===== config.mk =====
export PLATFORM = sky130hd
export DESIGN_NAME = sos_scheduler
export DESIGN_NICKNAME = d
export VERILOG_FILES = /design/src/rtl/sos_scheduler.sv
export SDC_FILE = /design/constraint.sdc
export NUM_CORES = 1
export LEC_CHECK = 0
export BUFFER_PORTS_ARGS = -buffer_cell sky130_fd_sc_hd__buf_2
export CAP_MARGIN = 20
export CORE_ASPECT_RATIO = 1.4
export CORE_MARGIN = 8
export CORE_UTILIZATION = 48
export DETAILED_ROUTE_END_ITERATION = 8
export PLACE_DENSITY = 0.78
export SLEW_MARGIN = 20
export SYNTH_ARGS = -nofsm -noshare
export SYNTH_HDL_FRONTEND = slang
export SYNTH_SLANG_ARGS = --single-unit

===== constraint.sdc =====
create_clock -name clk -period 1.9 [get_ports clk]
set_clock_uncertainty 0.05 [all_clocks]
set_input_delay 0.19 -clock clk [delete_from_list [all_inputs] [get_ports clk]]
set_output_delay 0.19 -clock clk [all_outputs]
set_load 0.1 [all_outputs]

===== src/rtl/sos_scheduler.sv =====
// Sequencer that runs one sample through N_STAGES cascaded biquad sections on a shared engine.
// Optional feature macro: SOS_BYPASS_EN adds a 'bypass' input that routes a sample straight to data_out.
module sos_scheduler #(
    parameter int DATA_SIZE = 24,
    parameter int N_STAGES  = 4,
    parameter int STAGE_W   = 2,
    parameter int TIMEOUT   = 64
) (
    input  logic                 clk,
    input  logic                 reset,
    input  logic                 sample_trig,
    input  logic [DATA_SIZE-1:0] data_in,
`ifdef SOS_BYPASS_EN
    input  logic                 bypass,
`endif
    output logic                 eng_start,
    output logic [STAGE_W-1:0]   eng_stage,
    output logic [DATA_SIZE-1:0] eng_data_in,
    input  logic                 eng_done,
    input  logic [DATA_SIZE-1:0] eng_data_out,
    output logic [DATA_SIZE-1:0] data_out,
    output logic                 filter_done,
    output logic                 busy,
    output logic                 overrun,
    output logic                 timeout_err,
    input  logic                 err_clr
);

    typedef enum logic [1:0] {
        IDLE  = 2'd0,
        ISSUE = 2'd1,
        WAIT  = 2'd2,
        DONE  = 2'd3
    } state_t;

    localparam logic [STAGE_W-1:0] LAST_STAGE = STAGE_W'(N_STAGES - 1);
    localparam logic [STAGE_W-1:0] STAGE_ONE  = STAGE_W'(1'b1);
    localparam logic [7:0]         TMO_LAST   = 8'(TIMEOUT - 1);

    state_t                 state_r;
    state_t                 state_nxt_s;
    logic [STAGE_W-1:0]     stage_r;
    logic [STAGE_W-1:0]     stage_nxt_s;
    logic [DATA_SIZE-1:0]   work_r;
    logic [DATA_SIZE-1:0]   work_nxt_s;
    logic [7:0]             tmo_cnt_r;
    logic [7:0]             tmo_nxt_s;
    logic                   load_out_s;
    logic [DATA_SIZE-1:0]   out_val_s;
    logic                   tmo_hit_s;
    logic                   ovr_set_s;

    logic                   eng_start_r;
    logic [STAGE_W-1:0]     eng_stage_r;
    logic [DATA_SIZE-1:0]   eng_data_in_r;
    logic [DATA_SIZE-1:0]   data_out_r;
    logic                   filter_done_r;
    logic                   busy_r;
    logic                   overrun_r;
    logic                   timeout_err_r;

`ifdef SOS_BYPASS_EN
    logic                   bypass_r;
    logic                   bypass_nxt_s;
`endif

    assign ovr_set_s = sample_trig && (state_r != IDLE);

    // Next-state, stage/work update and output-load decode
    always_comb begin
        state_nxt_s = state_r;
        stage_nxt_s = stage_r;
        work_nxt_s  = work_r;
        tmo_nxt_s   = tmo_cnt_r;
        load_out_s  = 1'b0;
        out_val_s   = work_r;
        tmo_hit_s   = 1'b0;
`ifdef SOS_BYPASS_EN
        bypass_nxt_s = bypass_r;
`endif
        case (state_r)
            IDLE: begin
                if (sample_trig) begin
                    work_nxt_s  = data_in;
                    stage_nxt_s = '0;
`ifdef SOS_BYPASS_EN
                    bypass_nxt_s = bypass;
                    if (bypass) begin
                        state_nxt_s = DONE;
                    end else begin
                        state_nxt_s = ISSUE;
                    end
`else
                    state_nxt_s = ISSUE;
`endif
                end else begin
                    state_nxt_s = IDLE;
                end
            end
            ISSUE: begin
                tmo_nxt_s   = 8'd0;
                state_nxt_s = WAIT;
            end
            WAIT: begin
                if (eng_done) begin
                    work_nxt_s = eng_data_out;
                    if (stage_r == LAST_STAGE) begin
                        // Result is registered on the way into DONE so data_out is visible during DONE
                        state_nxt_s = DONE;
                        load_out_s  = 1'b1;
                        out_val_s   = eng_data_out;
                    end else begin
                        stage_nxt_s = stage_r + STAGE_ONE;
                        state_nxt_s = ISSUE;
                    end
                end else if (tmo_cnt_r == TMO_LAST) begin
                    tmo_hit_s   = 1'b1;
                    state_nxt_s = IDLE;
                end else begin
                    tmo_nxt_s = tmo_cnt_r + 8'd1;
                end
            end
            DONE: begin
                state_nxt_s = IDLE;
`ifdef SOS_BYPASS_EN
                // Bypassed samples never visited WAIT, so the output load happens here instead
                if (bypass_r) begin
                    load_out_s = 1'b1;
                end else begin
                    load_out_s = 1'b0;
                end
`endif
            end
            default: begin
                state_nxt_s = IDLE;
            end
        endcase
    end

    // Sequencer state and datapath registers
    always_ff @(posedge clk or negedge reset) begin
        if (!reset) begin
            state_r   <= IDLE;
            stage_r   <= '0;
            work_r    <= '0;
            tmo_cnt_r <= 8'd0;
`ifdef SOS_BYPASS_EN
            bypass_r  <= 1'b0;
`endif
        end else begin
            state_r   <= state_nxt_s;
            stage_r   <= stage_nxt_s;
            work_r    <= work_nxt_s;
            tmo_cnt_r <= tmo_nxt_s;
`ifdef SOS_BYPASS_EN
            bypass_r  <= bypass_nxt_s;
`endif
        end
    end

    // Registered engine handshake and result outputs
    always_ff @(posedge clk or negedge reset) begin
        if (!reset) begin
            eng_start_r   <= 1'b0;
            eng_stage_r   <= '0;
            eng_data_in_r <= '0;
            data_out_r    <= '0;
            filter_done_r <= 1'b0;
            busy_r        <= 1'b0;
        end else begin
            eng_start_r   <= (state_nxt_s == ISSUE);
            filter_done_r <= load_out_s;
            busy_r        <= (state_nxt_s != IDLE);
            // Operand and bank select stay frozen from ISSUE until the engine answers
            if (state_nxt_s == ISSUE) begin
                eng_stage_r   <= stage_nxt_s;
                eng_data_in_r <= work_nxt_s;
            end else begin
                eng_stage_r   <= eng_stage_r;
                eng_data_in_r <= eng_data_in_r;
            end
            if (load_out_s) begin
                data_out_r <= out_val_s;
            end else begin
                data_out_r <= data_out_r;
            end
        end
    end

    // Sticky error flags; a new error event takes priority over err_clr
    always_ff @(posedge clk or negedge reset) begin
        if (!reset) begin
            overrun_r     <= 1'b0;
            timeout_err_r <= 1'b0;
        end else begin
            if (ovr_set_s) begin
                overrun_r <= 1'b1;
            end else if (err_clr) begin
                overrun_r <= 1'b0;
            end else begin
                overrun_r <= overrun_r;
            end
            if (tmo_hit_s) begin
                timeout_err_r <= 1'b1;
            end else if (err_clr) begin
                timeout_err_r <= 1'b0;
            end else begin
                timeout_err_r <= timeout_err_r;
            end
        end
    end

    assign eng_start   = eng_start_r;
    assign eng_stage   = eng_stage_r;
    assign eng_data_in = eng_data_in_r;
    assign data_out    = data_out_r;
    assign filter_done = filter_done_r;
    assign busy        = busy_r;
    assign overrun     = overrun_r;
    assign timeout_err = timeout_err_r;

endmodule


Word-level counts from Yosys, hierarchy flattened --
Index checks and enable logic that the tools add are counted.
Operators by class: eq/ne operators 8, reductions and logical operators 8, multiplexer cells 27, add/subtract/negate cells 2
Operator list (count):
- $mux 24 | 5
- $pmux 24 s2 | 1
- $mux 8 | 2
- $pmux 8 s2 | 1
- $mux 2 | 6
- $mux 1 | 10
- $reduce_bool 2->1 | 5
- $add 8x1->8 const B | 1
- $eq 8x6->1 const B | 1
- $pmux 2 s4 | 1
- $eq 2x2->1 const B | 3
- $eq 2x1->1 const B | 2
- $ne 2x2->1 const B | 2
- $pmux 2 s2 | 1
- $reduce_and 3->1 | 1
- $add 2x1->2 const B | 1
- $logic_not 2->1 | 1
- $logic_and 1x1->1 | 1
Storage, ports and cells: bits of input ports 53, logic and storage cells 57, bits in registers 91, output and inout bits 55

Logic depth before layout (Yosys ltp) --
depth in word-level cells 5, gate-level depth with buffers 7, depth with buffers taken out 5

Least setup slack after synthesis --
Ideal clock, no wire load.
path type reg2reg, from register state_r[1], to register eng_data_in_r[0], in the netlist eng_data_in[0], library setup time 0.128 ns, arrival time 1.392 ns, cell stages (with the launch flop) 8, required time 1.722 ns, path slack 0.330 ns, path through dfrtp_1 nor2b_1 buf_2 a21oi_1 or2_1 buf_6 inv_6 mux2_1
On the way: longest elaborated chain between the ends 4
Ends and longest elaborated chain:
- start, declared | line 40 | state_t state_r;
- start signal, assigned | line 151 | state_r <= state_nxt_s;
- $mux 2 | line 116 | end else if (tmo_cnt_r == TMO_LAST) begin
- $mux 2 | line 105 | if (eng_done) begin
- $pmux 2 s4 | line 81 | case (state_r)
- $eq 2x1->1 | line 175 | if (state_nxt_s == ISSUE) begin
- end signal, assigned | line 177 | eng_data_in_r <= work_nxt_s;
- end signal, assigned | line 180 | eng_data_in_r <= eng_data_in_r;
- end, declared | line 55 | logic [DATA_SIZE-1:0] eng_data_in_r;
Parallel ways exist; a longest one is shown, timed or not. A chain may end at the register's enable or synchronous reset.

Final worst setup path --
Same ends and word-level chain as after synthesis.

==> flow_summary.toml <==
[run_status]
outcome = "finished, final reports clean"

[worst_setup_path]
crit_arrival_ps = 1880
path_class = "reg2reg"
critPathTopFamily = "simple AND/OR/NAND/NOR gates"
cp_slowest_cell = "dfrtp_1"
crit_path_max_fanout = 10
cp_num_buf_inv = 1
critPathCaptureType = "register"
required_ps = 2050
worst_setup_path_start_kind = "register"
reg2reg_from = "state_r[1]"
crit_path_cell_trace = "and2_1, a21oi_1, or2_1, inv_6, mux2_1"
cp_slowest_stage_delay_ps = 430
crit_start = "state_r[1]"

[global_route]
grt.met3_usage_pct = 4.79
grtUsageTotal_pct = 18.4
overflow = 0
grt_max_degree = 68
antenna_found_initial = 0
grt_pass1_wl_um = 12700
gr-usage-met1_pct = 21.9
grt_util_met2_pct = 30.8
grt_pass1_vias = 2545
busiest_layer = "met2"

[floorplanning]
pin_count = 108
dieArea_mm2 = 0.00895
initial_core_util_pct = 48.5
coreArea_mm2 = 0.00608
die_y_um = 109
fp.dieW_um = 82.3
rows = 34

[hold_path]
hp-class = "in2reg"
hp-start = "eng_data_out[15]"

[synthesis]
yosys.area.top_type = "dfrtp_1"
yosys.area_share.simple_pct = 18.0
synth_top_family_by_area = "simple AND/OR/NAND/NOR gates"
yosys.area_share.xor_xnor_pct = 0
synthTopCellsByArea = "dfrtp_1, nand2_1, a22oi_1"
yosysWarnings = 0
syn_nets = 346
synth-async-reset-ratio_pct = 100
synth_ff_type = "dfrtp_1"
synth_edf_count = 0
yosys.area.top_type_share_pct = 56.8
synth-compound-area-share_pct = 15.7
yosysSeqAreaShare_pct = 56.8
synthCells = 292
synthMuxAreaShare_pct = 4.50
synth_seq_cells = 67
synthAdderAreaFrac_pct = 0.424
avgSynthCellArea_um2 = 10.1
ys_types = 40
netlist_area_mm2 = 0.00295

[detailed_routing]
route.detailed.drc = 0
wl_per_cell_um = 16.6
totalWireLength_um = 8000
first_pass_iters = 5
drtIter0Drc = 129
post_drt_via_cell_ratio = 5.37
num_vias = 2581
ant_nets = 0

[clock_tree]
clockRootBuffer = "clkbuf_8"
cts_setup_buffers = 0
cts_buffer_depth = 2
cts_made_buffers = 9
clock_sink_count = 67
cts_tree = "yes"
htreeDepth = 3
cts.clk_slew.worst_paths_ps = 70
clock_latency_ps = 320

[place]
port_buffers = 107
place_area_mm2 = 0.00358
pre_cts_ws_ps = 188
place_hpwl_um = 5870
place_congestion = 0.814

[timing]
max_slew_margin_pct = 65.8
period_share_pct = 90.9
fmax_mhz = 579
min_period_ps = 1730
worst_slack_ps = 173
setup_viol = 0
slew_viol_final = 0
worstMarginPinSlew_ps = 517
rsz0062_at_grt = "no"
finalHoldViolCount = 0
setup_tns_ps = 0

[pwr]
p_leak_uw = 0.00211
cellPowerDensity_mw_per_mm2 = 1980
power_uw = 7570
ir_drop_v = 0.00122

[finish]
mostFrequentLayoutCells = "buf_2, nand2_1, dfrtp_1, nor2_1, a22oi_1"
antenna_cells = 0
drive_above_1_share_pct = 33.5
final_common_cell = "buf_2"
nNetsFinal = 458
fin_util_pct = 62.8
stdcell_area_mm2 = 0.00382
layout-area-overhead-vs-synth_pct = 29.5

[job]
cap_violations = 0
where the power goes:
| part | internal (uW) | switching (uW) |
|---|---|---|
| registers | 1840 | 252 |
| clock network | 717 | 482 |
| logic | 793 | 3490 |
| total | 3350 | 4220 |
cell usage after synthesis (4+ instances only):
library cell	n
dfrtp_1	67
clkbuf_1	7
buf_2	8
a22oi_1	23
nand2_1	78
mux2_1	9
inv_1	6
nor2_1	27
a22o_1	16
nand4_1	4
nand3_1	5
logic make-up (layout without fill, tap and decap cells):
| group | Yosys count | after routing |
|---|---|---|
| mux | 12 | 12 |
| flops | 67 | 67 |
| buf+inv | 27 | 144 |
| fa+ha+maj | 1 | 1 |
| compound gates | 60 | 60 |
| simple gates | 125 | 125 |
through the flow:
| stage | hold slack, ps | cells |
|---|---|---|
| finish | 18.2 | 481 |
| global route | 7.86 | 481 |
| CTS | 0.350 | 480 |
| detailed placement | 186 | 462 |
| global placement | 185 | 462 |
| floorplan | -156 | 292 |
layout make-up:
| class | count | area, um2 |
|---|---|---|
| multi-input combinational | 198 | 1150 |
| clock buffer | 15 | 176 |
| tap | 72 | 90.1 |
| timing repair buffer | 120 | 666 |
| inverter | 8 | 35.0 |
| fill | 531 | 2260 |
| clock inverter | 1 | 30.0 |
| sequential | 67 | 1680 |
flip-flops by register name (all words and copies together) (netlist names):
signal       cells
overrun          1
eng_stage        2
timeout_err      1
eng_data_in     24
state_r          2
eng_start        1
stage_r          2
data_out        24
busy             1
filter_done      1
tmo_cnt_r        8
repair_timing:
| item | CTS | global route |
|---|---|---|
| hold buffers | 2 | 1 |
| gates resized for setup | 0 | 0 |
| endpoints found under the hold margin | 68 | 1 |
path summary, 6_finish.rpt:
check,endpoint,slack [ps],cells after the start
min reg2reg,data_out[9],420,2
max reg2reg,eng_data_in[0],170,5
min in group asynchronous,data_out[22],370,3
max,eng_data_in[0],170,5
max in group asynchronous,data_out[23],1140,3
min,data_out[15],20,3
worst register-to-register path, delay by kind of cell, from the launching register on:
family	cells	cell delay, ps
multiplexers	1	340
flip-flops	1	430
AND/OR/NAND/NOR	2	570
AO/OA/AOI/OAI	1	90
buffers and inverters	1	130
per-layer routing:
metal	wire length, um	share of wire, %
met1	3120	39
met3	576	7.2
met4	101	1.3
met5	0	0
met2	4200	52
(Power assumes the default switching activity.)
